File: config.mk
export PLATFORM = sky130hd
export DESIGN_NAME = cfg_delay_line
export DESIGN_NICKNAME = d
export VERILOG_FILES = /design/src/rtl/yolo_common_pkg.sv /design/src/rtl/dly_fill_ctrl.sv /design/src/rtl/cfg_delay_line.sv
export SDC_FILE = /design/constraint.sdc
export NUM_CORES = 1
export LEC_CHECK = 0
export BUFFER_PORTS_ARGS = -buffer_cell sky130_fd_sc_hd__buf_2
export CAP_MARGIN = 20
export CORE_ASPECT_RATIO = 2
export CORE_UTILIZATION = 50
export DETAILED_ROUTE_END_ITERATION = 6
export GPL_TIMING_DRIVEN = 0
export HOLD_SLACK_MARGIN = 0.08
export PLACE_DENSITY_LB_ADDON = 0.05
export SETUP_SLACK_MARGIN = 0.02
export SYNTH_ARGS = -nofsm -noshare
export SYNTH_HDL_FRONTEND = slang
export SYNTH_SLANG_ARGS = --single-unit
File: constraint.sdc
create_clock -name clk -period 5.2 [get_ports clk]
set_input_delay 1.04 -clock clk [delete_from_list [all_inputs] [get_ports clk]]
set_output_delay 1.04 -clock clk [all_outputs]
set_load 0.01 [all_outputs]
File: src/rtl/yolo_common_pkg.sv
// rtl/yolo_common_pkg.sv - shared delay-line state encoding and delay clamp helper
package yolo_common_pkg;

    localparam logic FILL_CODE = 1'b0;
    localparam logic RUN_CODE  = 1'b1;

    typedef enum logic {
        ST_FILL = FILL_CODE,
        ST_RUN  = RUN_CODE
    } fill_state_e;

    // Zero maps to the shortest legal delay, oversize requests saturate.
    function automatic int unsigned clamp_delay(input int unsigned cfg, input int unsigned max_delay);
        int unsigned r;
        r = cfg;
        if (cfg == 32'd0) begin
            r = 32'd1;
        end else if (cfg > max_delay) begin
            r = max_delay;
        end
        return r;
    endfunction

endpackage

File: src/rtl/dly_fill_ctrl.sv
// rtl/dly_fill_ctrl.sv - active delay register, fill counter and primed flag
module dly_fill_ctrl
    import yolo_common_pkg::*;
#(
    parameter int MAX_DELAY     = 8,
    parameter int DEFAULT_DELAY = 8,
    localparam int DLY_W        = $clog2(MAX_DELAY + 1)
) (
    input  logic             clk,
    input  logic             rst,
    input  logic             enable,
    input  logic             load_delay,
    input  logic [DLY_W-1:0] delay_cfg,
    output logic [DLY_W-1:0] active_delay,
    output logic             primed
);

    logic [DLY_W-1:0] r_active_delay;
    logic [DLY_W-1:0] r_fill_cnt;
    logic [DLY_W-1:0] w_active_delay_nxt;
    logic [DLY_W-1:0] w_fill_cnt_nxt;
    fill_state_e      w_state;

    always_ff @(posedge clk) begin
        if (rst) begin
            r_active_delay <= DLY_W'(DEFAULT_DELAY);
            r_fill_cnt     <= '0;
        end else begin
            r_active_delay <= w_active_delay_nxt;
            r_fill_cnt     <= w_fill_cnt_nxt;
        end
    end

    // The sample accepted in the load cycle is the first one counted for the new delay.
    always_comb begin
        w_state            = (r_fill_cnt >= r_active_delay) ? ST_RUN : ST_FILL;
        w_active_delay_nxt = r_active_delay;
        w_fill_cnt_nxt     = r_fill_cnt;
        if (load_delay) begin
            w_active_delay_nxt = DLY_W'(clamp_delay(32'(delay_cfg), MAX_DELAY));
            w_fill_cnt_nxt     = enable ? DLY_W'(1) : '0;
        end else if (enable && (w_state == ST_FILL) && (r_fill_cnt < DLY_W'(MAX_DELAY))) begin
            w_fill_cnt_nxt = r_fill_cnt + 1'b1;
        end
    end

    assign active_delay = r_active_delay;
    assign primed       = (w_state == ST_RUN);

endmodule

File: src/rtl/cfg_delay_line.sv
// rtl/cfg_delay_line.sv - stall-aware runtime-configurable delay line with valid sideband
module cfg_delay_line
    import yolo_common_pkg::*;
#(
    parameter int DATA_WIDTH    = 128,
    parameter int MAX_DELAY     = 8,
    parameter int DEFAULT_DELAY = 8,
    localparam int DLY_W        = $clog2(MAX_DELAY + 1)
) (
    input  logic                  clk,
    input  logic                  rst,
    input  logic                  enable,
    input  logic                  valid_in,
    input  logic [DATA_WIDTH-1:0] data_in,
    input  logic                  flush,
    input  logic                  load_delay,
    input  logic [DLY_W-1:0]      delay_cfg,
    output logic [DATA_WIDTH-1:0] data_out,
    output logic                  valid_out,
    output logic                  primed,
    output logic [DLY_W-1:0]      active_delay
);

    logic [DATA_WIDTH-1:0] r_data [MAX_DELAY];
    logic [MAX_DELAY-1:0]  r_valid;
    logic [DLY_W-1:0]      w_active_delay;
    logic                  w_primed;
    logic                  w_tap_valid;

    dly_fill_ctrl #(
        .MAX_DELAY     (MAX_DELAY),
        .DEFAULT_DELAY (DEFAULT_DELAY)
    ) u_fill (
        .clk          (clk),
        .rst          (rst),
        .enable       (enable),
        .load_delay   (load_delay),
        .delay_cfg    (delay_cfg),
        .active_delay (w_active_delay),
        .primed       (w_primed)
    );

    // Data stages carry no reset so they can map onto shift-register primitives.
    always_ff @(posedge clk) begin
        if (enable) begin
            r_data[0] <= data_in;
            for (int k = 1; k < MAX_DELAY; k++) begin
                r_data[k] <= r_data[k-1];
            end
        end
    end

    always_ff @(posedge clk) begin
        if (rst) begin
            r_valid <= '0;
        end else if (flush) begin
            r_valid <= '0;
        end else if (enable) begin
            r_valid <= {r_valid[MAX_DELAY-2:0], valid_in};
        end
    end

    always_comb begin
        data_out    = r_data[0];
        w_tap_valid = r_valid[0];
        for (int k = 0; k < MAX_DELAY; k++) begin
            if (w_active_delay == DLY_W'(k + 1)) begin
                data_out    = r_data[k];
                w_tap_valid = r_valid[k];
            end
        end
    end

    assign valid_out    = w_tap_valid & w_primed;
    assign primed       = w_primed;
    assign active_delay = w_active_delay;

endmodule

Word level (Yosys, flattened, before mapping)
Memory sizes are Yosys's and may differ from the RTL's. Index checks and enable logic that the tools add are counted. W data, S select, Z words.

Register bits after elaboration: 16. Bits in writable memories: 1024. Input port bits: 138. Output and inout port bits: 134. Memories kept: 1.

Memories: r_data (words 8, width 128, read ports 8, clocked after Yosys merged registers in 0, wr ports 8, line cfg_delay_line.sv:24) `logic [DATA_WIDTH-1:0] r_data [MAX_DELAY];`.

Add/subtract/negate cells: 1. $lt $le $gt $ge: 3. Equal/unequal tests: 7. Multiplexer cells: 22. Bitwise gates (word level): 2. Reductions and logical operators: 5.

Operators by type and width (number): $mux W128 (7); $eq A4 B3 Y1 const B (4); $mux W4 (4); $mux W1 (11); $eq A4 B2 Y1 const B (2); $add A4 B1 Y4 const B (1); $eq A4 B4 Y1 const B (1); $ge A4 B4 Y1 (1); $gt A4 B4 Y1 const B (1); $logic_not A4 Y1 (1); $lt A4 B4 Y1 const B (1); $logic_and A1 B1 Y1 (2); $reduce_bool A2 Y1 (1); $reduce_or A2 Y1 (1); $and A1 B1 Y1 (1); $not A1 Y1 (1).

Logic depth before layout (Yosys ltp)
Gate-level depths: netlist of the first run.

Depth after elaboration: 9. Gate-level depth with buffers: 9. Mapped depth without buffers: 7.

Cells and area by module
From an unflattened synthesis of the first run, not the netlist that was laid out.

Cell total of the unflattened synthesis: 2632. Area, all modules: 41143.2 µm².

By module, submodules not included: cfg_delay_line (times used 1, cells an instance 2577, area an instance 40692.8 µm²); dly_fill_ctrl (times used 1, cells an instance 55, area an instance 450.4 µm²).

Worst setup path after synthesis of the first run
No wires, ideal clock.

Kind: reg2out. From: register u_fill.r_active_delay[1], in the netlist u_fill.active_delay[1]. To: output valid_out. Arrival time: 2084 ps. Setup slack: 2076 ps. Cell stages (with the launch flop): 9. Path buffers: 3. Path through: dfxtp_1 -> buf_4 -> buf_2 -> inv_1 -> clkbuf_1 -> ha_1 -> a2111oi_0 -> or2_2 -> a31oi_1.

Longest elaborated chain between the ends: 9.

Ends and longest elaborated chain: start: declaration (line dly_fill_ctrl.sv:18) `logic [DLY_W-1:0] r_active_delay;`; start signal: assignment (line dly_fill_ctrl.sv:26) `r_active_delay <= DLY_W'(DEFAULT_DELAY);`; start signal: assignment (line dly_fill_ctrl.sv:29) `r_active_delay <= w_active_delay_nxt;`; $eq A4 B2 Y1 (line cfg_delay_line.sv:67) `if (w_active_delay == DLY_W'(k + 1)) begin`; $mux W1 (7 in series) (line cfg_delay_line.sv:67); $and A1 B1 Y1 (*) (line cfg_delay_line.sv:74) `assign valid_out = w_tap_valid & w_primed;`; end: declaration (line cfg_delay_line.sv:19) `output logic valid_out,`.

Mark *: on every way between the ends. The rest lies on a longest branch, timed or not.

Final worst setup path of the first run
Ends and elaborated chain as after synthesis.

==> results of run 1 <==
[registers in the layout, summed over array words and instances (netlist names)]
name and cells:
r_data 1024, r_valid 8, u_fill.active_delay 4, u_fill.r_fill_cnt 4
[synthesized netlist by cell type, types with 2 or more instances]
cell type and instances:
a211oi_1 94, a21oi_1 51, a221o_1 4, a221oi_1 11
a22o_1 94, a22oi_1 33, a2bb2oi_1 10, and2_1 2
and3_1 4, buf_1 8, buf_2 80, buf_4 16
buf_6 4, clkbuf_1 77, dfxtp_1 16, edfxtp_1 1024
ha_1 5, inv_1 6, mux2i_1 144, nand2_1 122
nand2b_1 5, nand3b_1 4, nor2_1 167, nor2b_1 108
nor3_1 108, nor3b_4 2, o21ai_0 170, o21ai_1 21
o22ai_1 188, o2bb2ai_1 10, or2_2 3
[per-stage QoR]
step                      power, mW    util  hold slack, ns
final                         18.21  0.5765          0.4383
after global routing          18.81  0.5764          0.4392
after CTS                     18.39  0.5764          0.4351
after detailed placement      11.59  0.5407          0.4230
after global placement        11.76  0.5379          0.4220
after floorplan               10.83       -          0.4166
[critical path, cell delays in order (launching register included)]
cell       delay [ns]
dfxtp_1          0.34
buf_4            0.17
buf_2            0.22
inv_1            0.28
clkbuf_1         0.59
ha_1             0.35
a2111oi_0        0.60
or2_2            0.28
a31oi_1          0.06
buf_2            0.16
[how the worst max path moves through the flow]
stage / to / slack, ns / depth (start not counted)
finish: valid_out / 0.44 / 9
global placement: u_fill.r_fill_cnt[3]$_SDFFE_PP0P_ / -13.11 / 4
global route: valid_out / 0.16 / 9
floorplan: valid_out / 2.08 / 8
CTS: valid_out / 0.41 / 9
detailed placement: r_data[0][42]$_DFFE_PP_ / 0.57 / 6
[cells by family (layout without fill, tap and decap cells)]
kind of cell,Yosys count,in the layout,synth area share
buffers and inverters,192,628,0.02245
adders and majority gates,5,5,0.001542
xor gates and xnor gates,1,1,0.0002159
and+or+nand+nor,533,533,0.06241
DFF,1040,1040,0.7657
AOI/OAI and AO/OA,694,694,0.1118
muxes,145,145,0.03580
other,0,3,0
[layer usage]
layer / vias up / track usage / routed length [microns]
li1: 10990 / - / -
met3: 144 / 0.04850 / 6847
met2: 951 / 0.4234 / 51930
met4: 10 / 0.08165 / 2606
met5: - / 0 / 61
met1: 12370 / 0.3204 / 41370
[power by group through the flow]
stage,clock network [mW],logic [mW],registers (mW)
finish,6.79,1.34,10.1
global route,7.23,1.45,10.1
CTS,6.97,1.35,10.1
detailed placement,0,1.34,10.3
global placement,0,1.30,10.5
floorplan,0,0.698,10.1
[area by class of cell]
cell class | instances | area (sq um) | share of cell area
clock inverters | 43 | 437.9 | 0.009451
flip-flops and latches | 1040 | 31070 | 0.6705
clock buffers | 115 | 2430 | 0.05244
well taps | 1043 | 1305 | 0.02816
inverters | 7 | 26.28 | 0.0005670
plain buffers | 185 | 884.6 | 0.01909
multi-input cells | 1378 | 8594 | 0.1855
diodes | 3 | 7.507 | 0.0001620
repair buffers | 278 | 1582 | 0.03413
==> summary.md, run 1 <==
| Metric | Value |
|---|---|
| Run status | finished clean |
| Worst setup margin | 0.4386 ns |
| Antenna viol nets, final | 0 |
| Die H | 404.9 microns |
| Hold path cells | 0 |
| Crit Path Category | reg -> out |
| Area of the mapped netlist | 40580 sq um |
| Top post-synthesis cells by area | edfxtp_1 76%, mux2i_1 3.6%, o22ai_1 2.9%, o21ai_0 2.1%, a22o_1 2.0% |
| Drt wl/cell | 25.13 microns |
| Overall Global Routing Usage | 0.2494 |
| Vias per cell | 5.979 |
| H-tree levels | 3 |
| CP Capture Type | output port |
| Die area | 82360 sq um |
| DRT iter0 DRCs | 2431 |
| Die Wd | 203.4 microns |
| Post-Place Cells | 3931 |
| Layout area overhead | 14.20% |
| Max rail drop VDD | 295.9 uV |
| Vias | 24465 |
| Port bufs | 270 |
| R2r setup slk | 2.01 ns |
| Crit path launch | u_fill.active_delay[1]$_SDFFE_PP0P_ |
| Post-route setup TNS | 0 ns |
| Starting density of the core | 0.5048 |
| WL final | 102.8 mm |
| Mapped Nets | 2753 |
| Yosys warns | 0 |
| Worst Path Required | 4.16 ns |
| Crit Path Max Fanout | 10 |
| Sequential-to-total area share from yosys stat | 0.7657 |
| Clock buffer depth | 3 |
| Sw frac | 0.2279 |
| Fin nets | 3124 |
| CTS tree | yes |
| Placed Area | 43460 sq um |
| Area share of the largest cell type after synthesis | 0.7578 |
| Setup violations, final | 0 |
| Clk_lat worst skew | 0.67 ns |
| CTS clk-pin slew, worst paths | 0.07 ns |
| FP Rows | 147 |
| Aggregate global routing overflow | 0 |
| Avg Cell Area, Syn | 15.55 sq um |
| Cell-internal power | 14.06 mW |
| Hold buffers post-CTS | 0 |
| Layout cell share with drive strength beyond 1 | 0.1668 |
| Mapped Cells | 2610 |
| Vias in the first global route | 24455 |
| Lkg Pwr | 15.85 nW |
| Final Hold Fails | 0 |
| DP Worst Slack | 0.5696 ns |
| 1st-pass router iterations | 5 |
| Initial antenna violation count | 7 |
| CTS sink cnt | 1040 |
| Skew final | 0.01132 ns |
| Top FF cell, synth | edfxtp_1 |
| Fmax | 210.0 MHz |
| Fin crit period | 4.761 ns |
| Pin count of the biggest net entering global routing | 144 |
| Worst r2r dst | u_fill.r_fill_cnt[2]$_SDFFE_PP0P_ |
| Final HPWL DP | 67.04 mm |
| Pwr dens | 393.1 nW/um^2 |
| Max-cap violation count | 0 |
| # IOs | 272 |
| Synth area leader | edfxtp_1 |
| Post-synth EDFFs | 1024 |
| First-pass GRT wire length | 154.0 mm |
| WP data arrival | 3.72 ns |
| Hold path endpoint | r_data[1][65]$_DFFE_PP_ |
| Max_slew headroom | 0.4213 |
| DRC | 0 |
| Post-CTS sizing | 0 |
| Final period utilization | 0.9157 |
| Worst Tran Pin Value | 0.8681 ns |
| Synth async-reset ratio | 0 |
| Seq pwr share | 0.554 |
| RSZ-0062 raised after global routing | false |
| Slew Limit Fails | 0 |
| Routability cong. | 0.8667 |
| Root Buffer | clkbuf_16 |
| Worst R2R Start | u_fill.active_delay[1]$_SDFFE_PP0P_ |
| Clk pwr share | 0.373 |
| Worst hold path type | reg -> reg |
| Startpoint types | flop |
| HP Start | r_data[0][449]$_DFFE_PP_ |
| FF-to-FF path depth | 9 |
| Seq cells post-synth | 1040 |
| Non-Filler Instances | 4092 |
| Most common cell after layout, fill and taps aside | edfxtp_1 |
| Synth cell types | 50 |
| Net switching power figure | 4.151 mW |
| Commonest cells after routing, fill and taps aside | 1024 x edfxtp_1, 349 x buf_2, 188 x o22ai_1 |
| Gate power share | 0.073 |
| # Post-CTS Setup Buffers | 0 |
| Cell area after layout | 46340 sq um |
| Core area | 80380 sq um |
| Num CTS Buffers | 91 |
| Fill cells | 6344 |
Note: power is estimated with default switching activity, not from simulation.
==> run 2, diff against run 1 <==
Settings changed: ABC_AREA set to 1.
==> run 2 against run 1 <==
Count of clock-buffer cells in the layout is 4 higher; first-iteration DRC count is 21% lower; power is 1.4% lower; clock skew is 0.011 ns higher; clock power is 3% lower; critical path type unchanged; global-route usage is 1.5 points lower; non-clock buffer count is 31 higher.
==> summary.md, run 2 <==
| Metric | Value |
|---|---|
| Run status | finished clean (unchanged) |
| Layout area overhead | 13.90% (was 14.20%) |
| Area of the mapped netlist | 42130 sq um (was 40580 sq um) |
| DRT iter0 DRCs | 1928 (was 2431) |
| # IOs | 272 (unchanged) |
| Drt wl/cell | 19.73 microns (was 25.13 microns) |
| Crit Path Max Fanout | 10 (unchanged) |
| Top post-synthesis cells by area | edfxtp_1 73%, nand2_1 7.5%, nand3_1 6.9%, or2_0 2.0%, a21oi_1 1.7% (was edfxtp_1 76%, mux2i_1 3.6%, o22ai_1 2.9%, o21ai_0 2.1%, a22o_1 2.0%) |
| Worst Tran Pin Value | 0.9424 ns (was 0.8681 ns) |
| Skew final | 0.02244 ns (was 0.01132 ns) |
| Worst Path Required | 4.16 ns (about the same) |
| Starting density of the core | 0.5044 (was 0.5048) |
| Worst R2R Start | u_fill.active_delay[3]$_SDFFE_PP1P_ (was u_fill.active_delay[1]$_SDFFE_PP0P_) |
| Vias | 25772 (was 24465) |
| Fin crit period | 4.977 ns (was 4.761 ns) |
| Lkg Pwr | 18.98 nW (was 15.85 nW) |
| Initial antenna violation count | 4 (was 7) |
| Mapped Nets | 3654 (was 2753) |
| Top-count cell post-synth | edfxtp_1 (unchanged) |
| Most common cell after layout, fill and taps aside | edfxtp_1 (unchanged) |
| Final period utilization | 0.9571 (was 0.9157) |
| WP data arrival | 3.94 ns (was 3.72 ns) |
| Hold path cells | 0 (unchanged) |
| DP Worst Slack | 0.7989 ns (was 0.5696 ns) |
| FF-to-FF path depth | 9 (unchanged) |
| Sequential-to-total area share from yosys stat | 0.7376 (was 0.7657) |
| Max-cap violation count | 0 (unchanged) |
| Slew Limit Fails | 0 (unchanged) |
| Die area | 85490 sq um (was 82360 sq um) |
| Vias per cell | 5.134 (was 5.979) |
| Mapped Cells | 3511 (was 2610) |
| Hold buffers post-CTS | 0 (unchanged) |
| Crit Path Category | reg -> out (unchanged) |
| DRC | 0 (unchanged) |
| Synth area leader | edfxtp_1 (unchanged) |
| First-pass GRT wire length | 151.3 mm (was 154.0 mm) |
| Clock buffer depth | 3 (unchanged) |
| Root Buffer | clkbuf_16 (unchanged) |
| Layout cell share with drive strength beyond 1 | 0.1279 (was 0.1668) |
| Fmax | 200.9 MHz (was 210.0 MHz) |
| FP Rows | 150 (was 147) |
| Final Hold Fails | 0 (unchanged) |
| Worst hold path type | reg -> reg (unchanged) |
| Setup violations, final | 0 (unchanged) |
| Yosys warns | 0 (unchanged) |
| Startpoint types | flop (unchanged) |
| Post-synth EDFFs | 1024 (unchanged) |
| 1st-pass router iterations | 5 (unchanged) |
| Final HPWL DP | 69.21 mm (was 67.04 mm) |
| Routability cong. | 0.8224 (was 0.8667) |
| Core area | 83520 sq um (was 80380 sq um) |
| Max rail drop VDD | 301.3 uV (was 295.9 uV) |
| Worst setup margin | 0.2229 ns (was 0.4386 ns) |
| H-tree levels | 3 (unchanged) |
| Regs by FF count | r_data x1024, r_valid x8 (unchanged) |
| R2r setup slk | 3.30 ns (was 2.01 ns) |
| WL final | 99.03 mm (was 102.8 mm) |
| Antenna viol nets, final | 0 (unchanged) |
| Vias in the first global route | 25700 (was 24455) |
| Die H | 412.5 microns (was 404.9 microns) |
| Synth async-reset ratio | 0 (unchanged) |
| RSZ-0062 raised after global routing | false (unchanged) |
| Avg Cell Area, Syn | 12.00 sq um (was 15.55 sq um) |
| Final antenna diode count | 0 (was 3) |
| Largest register FFs | 1024 (unchanged) |
| Hold path endpoint | r_data[1][75]$_DFFE_PP_ (was r_data[1][65]$_DFFE_PP_) |
| CP Capture Type | output port (unchanged) |
| Synth top cells by count | 1024 x edfxtp_1, 847 x nand2_1, 584 x nand3_1 (was 1024 x edfxtp_1, 188 x o22ai_1, 170 x o21ai_0) |
| Area share of the largest cell type after synthesis | 0.7300 (was 0.7578) |
| Num CTS Buffers | 92 (was 91) |
| HP Start | r_data[0][459]$_DFFE_PP_ (was r_data[0][449]$_DFFE_PP_) |
| Port bufs | 271 (was 270) |
| Top FF cell, synth | edfxtp_1 (unchanged) |
| Commonest cells after routing, fill and taps aside | 1024 x edfxtp_1, 847 x nand2_1, 584 x nand3_1 (was 1024 x edfxtp_1, 349 x buf_2, 188 x o22ai_1) |
| CTS tree | yes (unchanged) |
| Aggregate global routing overflow | 0 (unchanged) |
| Synth cell types | 27 (was 50) |
| Pin count of the biggest net entering global routing | 125 (was 144) |
| Worst r2r dst | u_fill.r_fill_cnt[2]$_SDFFE_PP0P_ (unchanged) |
| Post-route setup TNS | 0 ns (unchanged) |
| CTS sink cnt | 1040 (unchanged) |
| Seq cells post-synth | 1040 (unchanged) |
| CTS clk-pin slew, worst paths | 0.07 ns (about the same) |
| Max_slew headroom | 0.3669 (was 0.4213) |
| Pwr dens | 374.1 nW/um^2 (was 393.1 nW/um^2) |
| Fin nets | 4032 (was 3124) |
| Clk_lat worst skew | 0.68 ns (was 0.67 ns) |
| Die Wd | 207.2 microns (was 203.4 microns) |
| Fill cells | 7069 (was 6344) |
| Overall Global Routing Usage | 0.2347 (was 0.2494) |
| Biggest register | r_data (unchanged) |
[run 2: changes by cell type in the layout (fill, tap and decap cells not counted), sizes merged, moves of 93 or more]
cell    before  now
o22ai      188    3
or2          4  211
a21oi       51  147
nand2      122  847
nand3        1  584
a22o        94    0
a211oi      94    1
nor3       109    2
inv          9  198
nor2b      108    0
mux2i      144    0
[run 2: cell type report]
| cell class | instances | area (sq um) | share of cell area |
|---|---|---|---|
| flip-flops and latches | 1040 | 31070 | 0.6476 |
| multi-input cells | 2066 | 9484 | 0.1977 |
| clock buffers | 119 | 2446 | 0.05098 |
| repair buffers | 284 | 1712 | 0.03567 |
| well taps | 1064 | 1331 | 0.02775 |
| plain buffers | 210 | 842.1 | 0.01755 |
| inverters | 195 | 732.0 | 0.01526 |
| clock inverters | 42 | 362.8 | 0.007563 |
[run 2: through the flow]
| stage | utilization | power [mW] | instances | hold slack (ns) | cell area [sq um] |
|---|---|---|---|---|---|
| floorplan | - | 10.77 | 3511 | 0.4166 | 42130 |
| global placement | 0.5366 | 11.73 | 4846 | 0.4186 | 44810 |
| detailed placement | 0.5408 | 11.53 | 4859 | 0.4239 | 45170 |
| CTS | 0.5745 | 18.13 | 5020 | 0.4307 | 47980 |
| global route | 0.5745 | 18.60 | 5020 | 0.4429 | 47980 |
| finish | 0.5745 | 17.95 | 5020 | 0.4361 | 47980 |
[run 2: what timing repair did]
item                                   CTS  global route
setup buffers                            0             0
setup endpoints to repair                0             1
endpoints found under the hold margin    0             0
gates resized for setup                  0             1
[run 2: how the worst max path moves through the flow]
stage          slack, ns                           endpoint                                 from  cells after the start
2_1_floorplan       2.47                      data_out[102]  u_fill.active_delay[0]$_SDFFE_PP0P_                     12
3_3_place_gp      -13.94  u_fill.r_fill_cnt[2]$_SDFFE_PP0P_                               enable                      9
3_5_place_dp        0.80                       data_out[10]  u_fill.active_delay[3]$_SDFFE_PP1P_                     12
4_1_cts             0.04                       data_out[10]  u_fill.active_delay[3]$_SDFFE_PP1P_                     12
5_1_grt             0.07                       data_out[10]  u_fill.active_delay[3]$_SDFFE_PP1P_                     12
6_report            0.22                       data_out[10]  u_fill.active_delay[3]$_SDFFE_PP1P_                     12
[run 2: cell families after synthesis]
family | after synthesis | synth area share
adders and majority gates | 5 | 0.001485
AOI/OAI and AO/OA | 264 | 0.03163
and+or+nand+nor | 1797 | 0.1920
buffers and inverters | 405 | 0.03731
DFF | 1040 | 0.7376
[run 2: power breakdown]
group / total, mW / leakage (nW) / internal [mW] / switching, mW
sequential: 10.0 / 10.2 / 9.81 / 0.236
combinational: 1.30 / 7.46 / 0.415 / 0.881
clock: 6.61 / 1.37 / 3.61 / 3.00
[run 2: critical path: stages, from the launching register on]
cell and delay, ns:
dfxtp_1 0.42, nor2_2 0.12, nand2_1 0.31, buf_2 0.46, clkbuf_4 0.43, buf_2 0.38, nand3_1 0.37, nand3_1 0.20
nand2_1 0.08, nand3_1 0.07, a21oi_1 0.07, nor2_1 0.13, buf_2 0.16
[run 2: metal layers]
metal	global-route usage	routed length, microns	vias to the layer above
li1	-	-	12915
met1	0.2931	40360	12063
met2	0.4128	50570	655
met3	0.03114	4820	135
met4	0.09483	3247	4
met5	0	25	-
